`config.mk`:
```
export PLATFORM = sky130hd
export DESIGN_NAME = palette_arbiter
export DESIGN_NICKNAME = d
export VERILOG_FILES = /design/src/rtl/palette_arbiter.sv
export SDC_FILE = /design/constraint.sdc
export NUM_CORES = 1
export LEC_CHECK = 0
export CAP_MARGIN = 20
export CORE_MARGIN = 8
export CORE_UTILIZATION = 25
export CTS_CLUSTER_SIZE = 30
export DETAILED_ROUTE_END_ITERATION = 8
export PLACE_DENSITY = 0.49
export SLEW_MARGIN = 20
export SYNTH_ARGS = -nofsm -noshare
export SYNTH_HDL_FRONTEND = slang
export SYNTH_SLANG_ARGS = --single-unit
```
`constraint.sdc`:
```
create_clock -name clk -period 3.1 [get_ports clk]
set_clock_uncertainty 0.05 [all_clocks]
set_input_delay 0.62 -clock clk [delete_from_list [all_inputs] [get_ports clk]]
set_output_delay 0.62 -clock clk [all_outputs]
set_load 0.005 [all_outputs]
```
`src/rtl/palette_arbiter.sv`:
```
// Palette RAM port arbiter: renderer lookups have priority, CPU $2007 accesses wait for a free slot.
// Optional PAL_GRAYSCALE_EN masks renderer colors to the gray column while gray=1.
module palette_arbiter #(
  parameter int unsigned STARVE_MAX = 8
) (
  input  logic       clk,
  input  logic       rst,
  input  logic       rnd_valid,
  input  logic [4:0] rnd_addr,
  output logic [7:0] rnd_color,
  output logic       rnd_color_valid,
  output logic       rnd_stall,
  input  logic       gray,
  input  logic       cpu_req,
  input  logic       cpu_we,
  input  logic [4:0] cpu_addr,
  input  logic [7:0] cpu_wdata,
  output logic       cpu_ack,
  output logic [7:0] cpu_rdata,
  output logic       cpu_busy,
  output logic       cpu_drop,
  output logic [4:0] pal_addr,
  output logic       pal_wr,
  output logic [7:0] pal_wdata,
  input  logic [7:0] pal_rdata
);

  localparam int unsigned CNT_W = (STARVE_MAX > 1) ? $clog2(STARVE_MAX) : 1;
  localparam logic [CNT_W-1:0] CNT_LAST = CNT_W'(STARVE_MAX - 1);

  typedef enum logic [1:0] {
    ST_IDLE  = 2'd0,
    ST_PEND  = 2'd1,
    ST_RDATA = 2'd2
  } state_t;

  state_t           state_q, state_d;
  logic [CNT_W-1:0] wait_q, wait_d;
  logic             req_we_q, req_we_d;
  logic [4:0]       req_addr_q, req_addr_d;
  logic [7:0]       req_wdata_q, req_wdata_d;
  logic             cpu_ack_q, cpu_ack_d;
  logic             cpu_drop_q, cpu_drop_d;
  logic [7:0]       cpu_rdata_q, cpu_rdata_d;
  logic             grant_c;

  logic             served_q;
  logic             color_valid_q;
  logic             stall_q;
  logic [7:0]       last_color_q;
  logic [7:0]       color_raw_c;

  // CPU access FSM: latch, wait for a slot (or starve out), then return data
  always_comb begin
    state_d     = state_q;
    wait_d      = wait_q;
    req_we_d    = req_we_q;
    req_addr_d  = req_addr_q;
    req_wdata_d = req_wdata_q;
    cpu_ack_d   = 1'b0;
    cpu_drop_d  = 1'b0;
    cpu_rdata_d = cpu_rdata_q;
    grant_c     = 1'b0;
    case (state_q)
      ST_IDLE: begin
        if (cpu_req) begin
          req_we_d    = cpu_we;
          req_addr_d  = cpu_addr;
          req_wdata_d = cpu_wdata;
          wait_d      = '0;
          state_d     = ST_PEND;
        end
      end
      ST_PEND: begin
        cpu_drop_d = cpu_req;
        grant_c    = !rnd_valid || (wait_q == CNT_LAST);
        if (grant_c) begin
          cpu_ack_d = req_we_q;
          state_d   = req_we_q ? ST_IDLE : ST_RDATA;
        end else begin
          wait_d = wait_q + CNT_W'(1);
        end
      end
      ST_RDATA: begin
        cpu_drop_d  = cpu_req;
        cpu_rdata_d = {2'b00, pal_rdata[5:0]};
        cpu_ack_d   = 1'b1;
        state_d     = ST_IDLE;
      end
      default: state_d = ST_IDLE;
    endcase
  end

  always_ff @(posedge clk) begin
    if (rst) begin
      state_q     <= ST_IDLE;
      wait_q      <= '0;
      req_we_q    <= 1'b0;
      req_addr_q  <= '0;
      req_wdata_q <= '0;
      cpu_ack_q   <= 1'b0;
      cpu_drop_q  <= 1'b0;
      cpu_rdata_q <= '0;
    end else begin
      state_q     <= state_d;
      wait_q      <= wait_d;
      req_we_q    <= req_we_d;
      req_addr_q  <= req_addr_d;
      req_wdata_q <= req_wdata_d;
      cpu_ack_q   <= cpu_ack_d;
      cpu_drop_q  <= cpu_drop_d;
      cpu_rdata_q <= cpu_rdata_d;
    end
  end

  // RAM port mux: CPU grant, then renderer, else parked at address 0
  always_comb begin
    pal_addr  = '0;
    pal_wr    = 1'b0;
    pal_wdata = '0;
    if (grant_c) begin
      pal_addr  = req_addr_q;
      pal_wr    = req_we_q;
      pal_wdata = req_wdata_q;
    end else if (rnd_valid) begin
      pal_addr = rnd_addr;
    end
  end

  // Render path: a stolen slot replays the last color and flags a stall
  always_ff @(posedge clk) begin
    if (rst) begin
      served_q      <= 1'b0;
      color_valid_q <= 1'b0;
      stall_q       <= 1'b0;
      last_color_q  <= '0;
    end else begin
      served_q      <= rnd_valid & ~grant_c;
      color_valid_q <= rnd_valid;
      stall_q       <= rnd_valid & grant_c;
      if (served_q) begin
        last_color_q <= pal_rdata;
      end
    end
  end

  assign color_raw_c = served_q ? pal_rdata : last_color_q;

`ifdef PAL_GRAYSCALE_EN
  assign rnd_color = gray ? (color_raw_c & 8'h30) : color_raw_c;
`else
  logic unused_gray;
  assign unused_gray = gray;
  assign rnd_color   = color_raw_c;
`endif

  assign rnd_color_valid = color_valid_q;
  assign rnd_stall       = stall_q;
  assign cpu_ack         = cpu_ack_q;
  assign cpu_drop        = cpu_drop_q;
  assign cpu_rdata       = cpu_rdata_q;
  assign cpu_busy        = (state_q != ST_IDLE);

endmodule

```
==> results of run 1 <==
==> cell type report <==
class                   count  area (um2)  share of cell area
multi-input cells         130         818               0.329
flip-flops and latches     38         761               0.306
repair buffers             70         683               0.275
well taps                  77        96.3              0.0388
clock buffers               5        68.8              0.0277
clock inverters             3        40.0              0.0161
inverters                   5        18.8             0.00755
==> metrics by stage <==
step / utilization / instance area [um2] / hold slack (ps) / power, mW
final: 0.389 / 2490 / 401 / 1.35
after global routing: 0.389 / 2490 / 422 / 1.44
after CTS: 0.389 / 2490 / 404 / 1.37
after detailed placement: 0.372 / 2380 / 395 / 0.955
after global placement: 0.372 / 2380 / 388 / 0.952
after floorplan: - / 1660 / 382 / 0.777
==> final timing paths <==
path                    end  slack, ps  cells after the start           start
max reg2reg       wait_q[2]       1300                      6       wait_q[0]
max             pal_addr[4]        220                      5       rnd_valid
min          req_wdata_q[1]        400                      2  req_wdata_q[1]
min reg2reg  req_wdata_q[1]        400                      2  req_wdata_q[1]
==> Yosys cell counts (all sizes together) (3+ instances only) <==
master	instances	area (um2)
o21ai	5	25.0
ha	6	75.1
inv	5	18.8
mux2	8	90.1
clkbuf	7	26.3
nand2b	5	38.8
mux2i	10	100
nor2	7	26.3
nand2	36	135
and2	3	18.8
nand3	6	30.0
a21oi	14	70.1
dfxtp	38	761
buf	6	35.0
nor2b	10	62.6
and3	10	62.6
==> layer usage <==
layer / vias to the layer above / track usage
met5: - / 0
met4: 0 / 0.0420
li1: 736 / -
met1: 647 / 0.115
met3: 4 / 0.0263
met2: 29 / 0.157
==> worst max-delay path: stages <==
cell             delay (ps)
clkdlybuf4s50_1         520
nand2b_4                130
and2_1                  220
o21ai_0                 180
clkdlybuf4s50_1         540
==> state kept, by name, summed over array words and instances, names as in the netlist <==
register and flops:
cpu_ack 1, cpu_drop 1, cpu_rdata 6, last_color_q 8, req_addr_q 5, req_wdata_q 8, req_we_q 1, rnd_color_valid 1
rnd_stall 1, served_q 1, state_q 2, wait_q 3
==> layout by cell type (no fill, tap or decap), types with 6 or more instances in the layout <==
cell type	n
clkdlybuf4s50_1	63
dfxtp_1	38
nand2_1	36
a21oi_1	14
and3_1	10
nor2b_1	10
mux2i_1	10
mux2_2	8
nor2_1	7
buf_4	7
nand3_1	6
ha_1	6
==> cells by family after synthesis <==
kind of cell	synth area share
other	0.00227
buffers and inverters	0.0484
AO/OA/AOI/OAI	0.0847
flip-flops	0.460
adder cells (fa/ha/maj)	0.0454
AND/OR/NAND/NOR	0.245
multiplexers	0.115
==> power by group through the flow <==
stage	Sequential (mW)	Clock, mW	Combinational, mW
2_1_floorplan	0.562	0	0.215
6_report	0.559	0.412	0.377
5_1_grt	0.564	0.452	0.423
4_1_cts	0.559	0.427	0.386
3_3_place_gp	0.569	0	0.383
3_5_place_dp	0.570	0	0.385
==> impl_metrics.yaml, run 1 <==
status:
  status: "finished clean"
yosys:
  yosys_warnings: 0
  async_flop_share: 0
  synth.ff_latch_count: 38
  synthCells: 185
  syn_avg_cell_area_um2: 8.95
  synth-edff-count: 0
  synth_flop_cell: "dfxtp_1"
  synth_cell_types: 28
  syn_area_mm2: 0.00166
  ys_seq_area_frac: 0.460
drt:
  routed.top_layer: "met4"
  route.met3.wl_um: 191
  ant_nets: 0
  first_pass_iters: 4
  wl_per_cell_um: 14.2
  via_count: 1416
  wl_um: 4660
  vias_per_cell: 4.32
  drt-initial-drc-count: 44
  drc: 0
  wl_met2_um: 2280
  routedLengthMet1_um: 2120
pwr:
  p_sw_mw: 0.378
  power.leakage_nw: 1.01
  p_seq_frac: 0.415
  switching_share: 0.281
  clkPwrFrac: 0.306
  vdd_drop_max_mv: 0.235
  power_density_mw_per_mm2: 542
  p_int_mw: 0.969
  power_frac_comb: 0.280
clocking:
  cts_tree: "yes"
  postCtsHoldBufs: 0
  post-cts-setup-buffers: 0
  cts_buffers: 5
  clk_pin_slew_worst_paths_ps: 70
  cts-root-buf: "clkbuf_8"
  clk_latency_ps: 290
  post_cts_resize_count: 0
  htree_levels: 2
  cts_buffer_depth: 2
  cts_sinks: 38
critical_path:
  path_max_fanout: 15
  end_kind: "primary output"
  critPathLaunchType: "input port"
  crit_type: "input port to primary output"
  crit_required_ps: 2430
  cp.arrival_ps: 2210
global_route:
  grt_max_degree: 19
  grt_use_total: 0.0963
  grt_first_pass_wirelength_um: 7400
  overflow: 0
  first_global_vias: 1420
  antenna_found_initial: 0
sta:
  finalSetupViolCount: 0
  relSlewSlack: 0.589
  worst_pin_slew_ps: 614
  rsz0062_at_grt: "false"
  post-route-period-util: 0.929
  clock.fmax_mhz: 347
  maxSlewViolCount: 0
  tns_ps: 0
  fin_crit_ps: 2880
  finalHoldViolCount: 0
  fin_ws_ps: 219
placement:
  gp_congestion: 0.711
  place_inst: 320
  post-dp-hpwl_um: 3450
  portBuffers: 63
  place_ws_ps: 208
floorplan:
  die_y_um: 97.4
  fp.dieArea_mm2: 0.00948
  num_rows: 29
  initial_core_util: 0.259
  core_mm2: 0.00639
  die_w_um: 97.4
  ios: 67
final_layout:
  diodes: 0
  drive_gt1_frac: 0.104
  nNetsFinal: 288
  syn_to_final_growth_pct: 50.2
  fin_cells: 328
  nFillCells: 674
job:
  maxCapViolations: 0
worst_hold_path:
  hold_path.class: "register to register"
(Power assumes the default switching activity.)
==> run 2: changes to the inputs <==
--- a/config.mk
+++ b/config.mk
@@ -10,7 +10,7 @@
 export CORE_UTILIZATION = 25
 export CTS_CLUSTER_SIZE = 30
 export DETAILED_ROUTE_END_ITERATION = 8
-export PLACE_DENSITY = 0.49
+export PLACE_DENSITY = 0.51
 export SLEW_MARGIN = 20
 export SYNTH_ARGS = -nofsm -noshare
 export SYNTH_HDL_FRONTEND = slang
==> constraint.sdc (replaced) <==
create_clock -name clk -period 2.4 [get_ports clk]
set_clock_uncertainty 0.05 [all_clocks]
set_input_delay 0.48 -clock clk [delete_from_list [all_inputs] [get_ports clk]]
set_output_delay 0.48 -clock clk [all_outputs]
set_load 0.005 [all_outputs]
==> run 2 against run 1 <==
  * Critical path depth grew 1
  * Worst setup slack lost 130 ps
  * Via count grew 2.0%
  * Register-to-register slack lost 590 ps
  * Non-clock buffer count grew 2
  * Cell count grew 0.61%
  * Wire length shrank 2.0%
  * Count of clock-buffer cells in the layout is the same
  * Die area is the same
  * Sequential power grew 29%
  * First-iteration DRC count grew 23%
==> impl_metrics.yaml, run 2 (synthesis results as in run 1) <==
final_layout:
  nNetsFinal: 290
  drive_gt1_frac: 0.115
  fin_cells: 330
  fin_area_mm2: 0.00249
  syn_to_final_growth_pct: 50.3
  layout_commonest_cell: "clkdlybuf4s50_1"
  diodes: 0
  final_cell_mix: "49 x clkdlybuf4s50_1, 38 x dfxtp_1, 36 x nand2_1"
drt:
  drt-initial-drc-count: 54
  wl_per_cell_um: 13.8
  vias_per_cell: 4.38
  drc: 0
  wl_um: 4570
  first_pass_iters: 4
  via_count: 1444
  ant_nets: 0
clocking:
  cts-root-buf: "clkbuf_8"
  clk_pin_slew_worst_paths_ps: 80
  post-cts-setup-buffers: 0
  cts_buffers: 5
  clk_latency_ps: 290
  cts_buffer_depth: 2
  htree_levels: 2
  cts_tree: "yes"
  cts_sinks: 38
  postCtsHoldBufs: 0
  post_cts_resize_count: 15
sta:
  post-route-period-util: 0.964
  fin_ws_ps: 85.6
  maxSlewViolCount: 0
  fin_crit_ps: 2310
  worst_pin_slew_ps: 523
  rsz0062_at_grt: "false"
  clock.fmax_mhz: 432
  finalSetupViolCount: 0
  finalHoldViolCount: 0
  relSlewSlack: 0.651
placement:
  portBuffers: 63
  place_inst: 322
  place_ws_ps: -97.8
  dpl_cell_area_mm2: 0.00239
  post-dp-hpwl_um: 3440
  gp_congestion: 0.658
global_route:
  antenna_found_initial: 0
  grt_first_pass_wirelength_um: 7510
  first_global_vias: 1505
  overflow: 0
  grt_use_total: 0.0960
  grt_max_degree: 19
critical_path:
  critPathSlowestCell: "dfxtp_1"
  path_max_fanout: 12
  cp.arrival_ps: 1780
  critPathLaunchType: "register"
  max_stage_delay_ps: 330
  path_cells: "ha_1 > ha_1 > nand2b_4 > buf_4 > and3_1 > dlygate4sd2_1"
  crit_type: "register to primary output"
  crit_required_ps: 1870
  end_kind: "primary output"
  path_common_cell: "ha_1"
floorplan:
  initial_core_util: 0.259
  die_y_um: 97.4
  ios: 67
  core_mm2: 0.00639
  die_w_um: 97.4
  num_rows: 29
  fp.dieArea_mm2: 0.00948
status:
  status: "finished clean"
pwr:
  power.leakage_nw: 1.08
  vdd_drop_max_mv: 0.348
  power_density_mw_per_mm2: 704
job:
  maxCapViolations: 0
worst_hold_path:
  hold_path.class: "register to register"
[run 2: changes by cell type in the layout (fill, tap and decap cells not counted), sizes merged]
| cell | delta |
|---|---|
| clkdlybuf4s15 | +1 |
| buf | +2 |
| dlygate4sd2 | +13 |
| clkdlybuf4s50 | -14 |
[run 2: critical path: cells and delay by family (launching register included)]
family	cells	cell delay [ps]
flip-flops	1	330
AND/OR/NAND/NOR	2	340
adder cells (fa/ha/maj)	2	390
buffers and inverters	2	430
[run 2: worst paths after layout]
| path | startpoint | to | slack, ps | cells past startpoint |
|---|---|---|---|---|
| worst max-delay path | wait_q[0] | pal_wdata[2] | 90 | 6 |
| worst min-delay path | req_wdata_q[6] | req_wdata_q[6] | 400 | 2 |
| worst max register to register | wait_q[0] | wait_q[1] | 710 | 6 |
| worst min register to register | req_wdata_q[6] | req_wdata_q[6] | 400 | 2 |
[run 2: power by group]
group | total (mW) | leakage [nW] | switching, mW | internal, mW
registers | 0.720 | 0.310 | 0.0299 | 0.690
clock network | 0.540 | 0.0579 | 0.234 | 0.306
logic | 0.492 | 0.708 | 0.235 | 0.257
total | 1.75 | 1.08 | 0.499 | 1.25
[run 2: final cells by class]
type	count	area [um2]
clock buffers	5	68.8
clock inverters	3	40.0
fillers	676	3900
inverters	5	18.8
multi-input cells	130	821
flip-flops and latches	38	761
well taps	77	96.3
repair buffers	72	682
[run 2: metrics by stage]
| stage | util | setup TNS, ps | hold WS (ps) | power (mW) |
|---|---|---|---|---|
| CTS | 0.389 | 0 | 404 | 1.78 |
| detailed placement | 0.375 | -559 | 393 | 1.24 |
| global placement | 0.375 | -725 | 389 | 1.24 |
| global route | 0.389 | 0 | 424 | 1.86 |
| floorplan | - | 0 | 382 | 1.00 |
| finish | 0.389 | 0 | 403 | 1.75 |
[run 2: layer usage]
metal	routed length, um	GRT usage	share of wire	up-vias
li1	-	-	-	742
met1	2000	0.105	0.44	669
met2	2270	0.162	0.50	28
met3	232	0.0363	0.051	5
met4	61	0.0385	0.013	0
met5	0	0	0	-
==> run 3: changes to the inputs <==
--- a/config.mk
+++ b/config.mk
@@ -10,8 +10,9 @@
 export CORE_UTILIZATION = 25
 export CTS_CLUSTER_SIZE = 30
 export DETAILED_ROUTE_END_ITERATION = 8
+export GPL_TIMING_DRIVEN = 0
 export PLACE_DENSITY = 0.51
-export SLEW_MARGIN = 20
+export SLEW_MARGIN = 15
 export SYNTH_ARGS = -nofsm -noshare
 export SYNTH_HDL_FRONTEND = slang
 export SYNTH_SLANG_ARGS = --single-unit
==> run 3 against run 2 <==
  * Sequential share of layout area shrank 0.088 points
  * Non-clock buffer count grew 6
  * Clock power shrank 17%
  * Total power shrank 5.3%
  * Register-to-register slack lost 30 ps
  * Global-route usage grew 0.099 points
  * Critical path depth is the same
  * Wire length shrank 0.28%
  * Critical endpoint is now pal_wdata[1]
  * Largest power group unchanged
==> impl_metrics.yaml, run 3 (synthesis results as in run 1) <==
status:
  status: "finished clean"
placement:
  post-dp-hpwl_um: 3520
  gp_congestion: 0.716
  portBuffers: 63
global_route:
  antenna_found_initial: 0
  top_usage_layer: "met2"
  grt_use_total: 0.0970
  grtUsageMet3: 0.0292
  grt_max_degree: 12
  gr-usage-met2: 0.167
  grt_first_pass_wirelength_um: 7500
  grt.met1_usage: 0.110
  overflow: 0
  first_global_vias: 1513
pwr:
  switching_share: 0.289
  power_density_mw_per_mm2: 664
  power.leakage_nw: 1.07
  p_seq_frac: 0.434
  power_frac_comb: 0.297
  vdd_drop_max_mv: 0.254
  clkPwrFrac: 0.269
  p_sw_mw: 0.479
  p_int_mw: 1.18
critical_path:
  crit_type: "register to primary output"
  reg2reg_to: "req_wdata_q[2]"
  path_max_fanout: 10
  critPathLaunch: "wait_q[0]"
  cp-endpoint: "pal_wdata[1]"
  reg2reg_depth: 6
  end_kind: "primary output"
  r2r_slack_ps: 680
  cp.arrival_ps: 1770
  crit_required_ps: 1870
  critPathLaunchType: "register"
  regToRegStartpoint: "state_q[0]"
final_layout:
  syn_to_final_growth_pct: 50.9
  final_cell_mix: "48 x clkdlybuf4s50_1, 37 x dfxtp_1, 36 x nand2_1"
  layout_commonest_cell: "clkdlybuf4s50_1"
  drive_gt1_frac: 0.135
  nNetsFinal: 296
  nFillCells: 700
  diodes: 0
clocking:
  cts_tree: "yes"
  cts_sinks: 38
  postCtsHoldBufs: 0
  clk_latency_ps: 280
  htree_levels: 2
  cts_buffers: 5
  cts-root-buf: "clkbuf_8"
  clk_pin_slew_worst_paths_ps: 70
  cts_buffer_depth: 2
drt:
  via_count: 1434
  drc: 0
  wl_um: 4550
  wl_per_cell_um: 13.5
  drt-initial-drc-count: 40
  first_pass_iters: 4
  ant_nets: 0
  vias_per_cell: 4.27
job:
  maxCapViolations: 0
sta:
  clock.fmax_mhz: 434
  tns_ps: 0
  rsz0062_at_grt: "false"
  post-route-period-util: 0.959
  finalHoldViolCount: 0
  maxSlewViolCount: 0
  relSlewSlack: 0.665
  fin_crit_ps: 2300
  finalSetupViolCount: 0
  worst_pin_slew_ps: 503
  hold_slack_ps: 401
floorplan:
  initial_core_util: 0.259
  ios: 67
  num_rows: 29
  die_w_um: 97.4
  die_y_um: 97.4
  core_mm2: 0.00639
  fp.dieArea_mm2: 0.00948
worst_hold_path:
  hold_path.class: "register to register"
run 3: changes by cell type in the layout (fill, tap and decap cells not counted), sizes merged:
cell / previous run / this run
dlygate4sd2: 13 / 10
clkinv: 2 / 1
clkbuf: 5 / 15
bufinv: 1 / 0
clkdlybuf4s50: 49 / 48
clkdlybuf4s15: 1 / 3
run 3: cell type report:
| type | instances | area [um2] | share of cell area |
|---|---|---|---|
| Clock buffer | 7 | 86.3 | 0.0346 |
| Clock inverter | 1 | 5.00 | 0.00200 |
| Sequential cell | 38 | 762 | 0.305 |
| Buffer | 12 | 62.6 | 0.0250 |
| Timing Repair Buffer | 66 | 632 | 0.253 |
| Inverter | 5 | 18.8 | 0.00751 |
| Tap cell | 77 | 96.3 | 0.0386 |
| Multi-Input combinational cell | 130 | 836 | 0.335 |
run 3: metrics by stage:
step                      area, um2  utilization  total power [mW]  setup WS, ps  cells
after floorplan                1660            -              1.00           649    186
after global placement         2390        0.374              1.23          -596    326
after detailed placement       2390        0.374              1.23          -616    326
after CTS                      2520        0.395              1.70          28.0    337
after global routing           2500        0.391              1.78          2.79    336
final                          2500        0.391              1.66          98.4    336
run 3: critical path, stage by stage (launching register included):
cell           delay [ps]
dfxtp_2               330
ha_1                  190
ha_2                  170
nand2b_4              180
buf_4                 170
and3_1                180
dlygate4sd2_1         260
run 3: power groups by stage:
| stage | Combinational (mW) | Sequential [mW] | Clock (mW) |
|---|---|---|---|
| finish | 0.493 | 0.720 | 0.446 |
| global route | 0.554 | 0.727 | 0.496 |
| CTS | 0.511 | 0.719 | 0.470 |
| detailed placement | 0.495 | 0.731 | 0 |
| global placement | 0.496 | 0.730 | 0 |
| floorplan | 0.277 | 0.726 | 0 |
run 3: layer usage:
metal | share of wire | routed length (um)
met5 | 0 | 0
met4 | 0.012 | 55
met2 | 0.50 | 2280
met1 | 0.44 | 2010
met3 | 0.046 | 209
run 3: repair_timing:
item	in CTS	in global routing
setup buffers	3	0
gates cloned	0	0
gates resized for setup	32	2
endpoints found under the setup margin	14	5
run 3: how the worst min path moves through the flow:
stage | end | start | cells after the start
CTS | req_wdata_q[4] | req_wdata_q[4] | 2
floorplan | req_wdata_q[0] | req_wdata_q[0] | 2
global route | req_wdata_q[4] | req_wdata_q[4] | 2
detailed placement | req_wdata_q[4] | req_wdata_q[4] | 2
global placement | req_wdata_q[0] | req_wdata_q[0] | 2
finish | req_wdata_q[4] | req_wdata_q[4] | 2
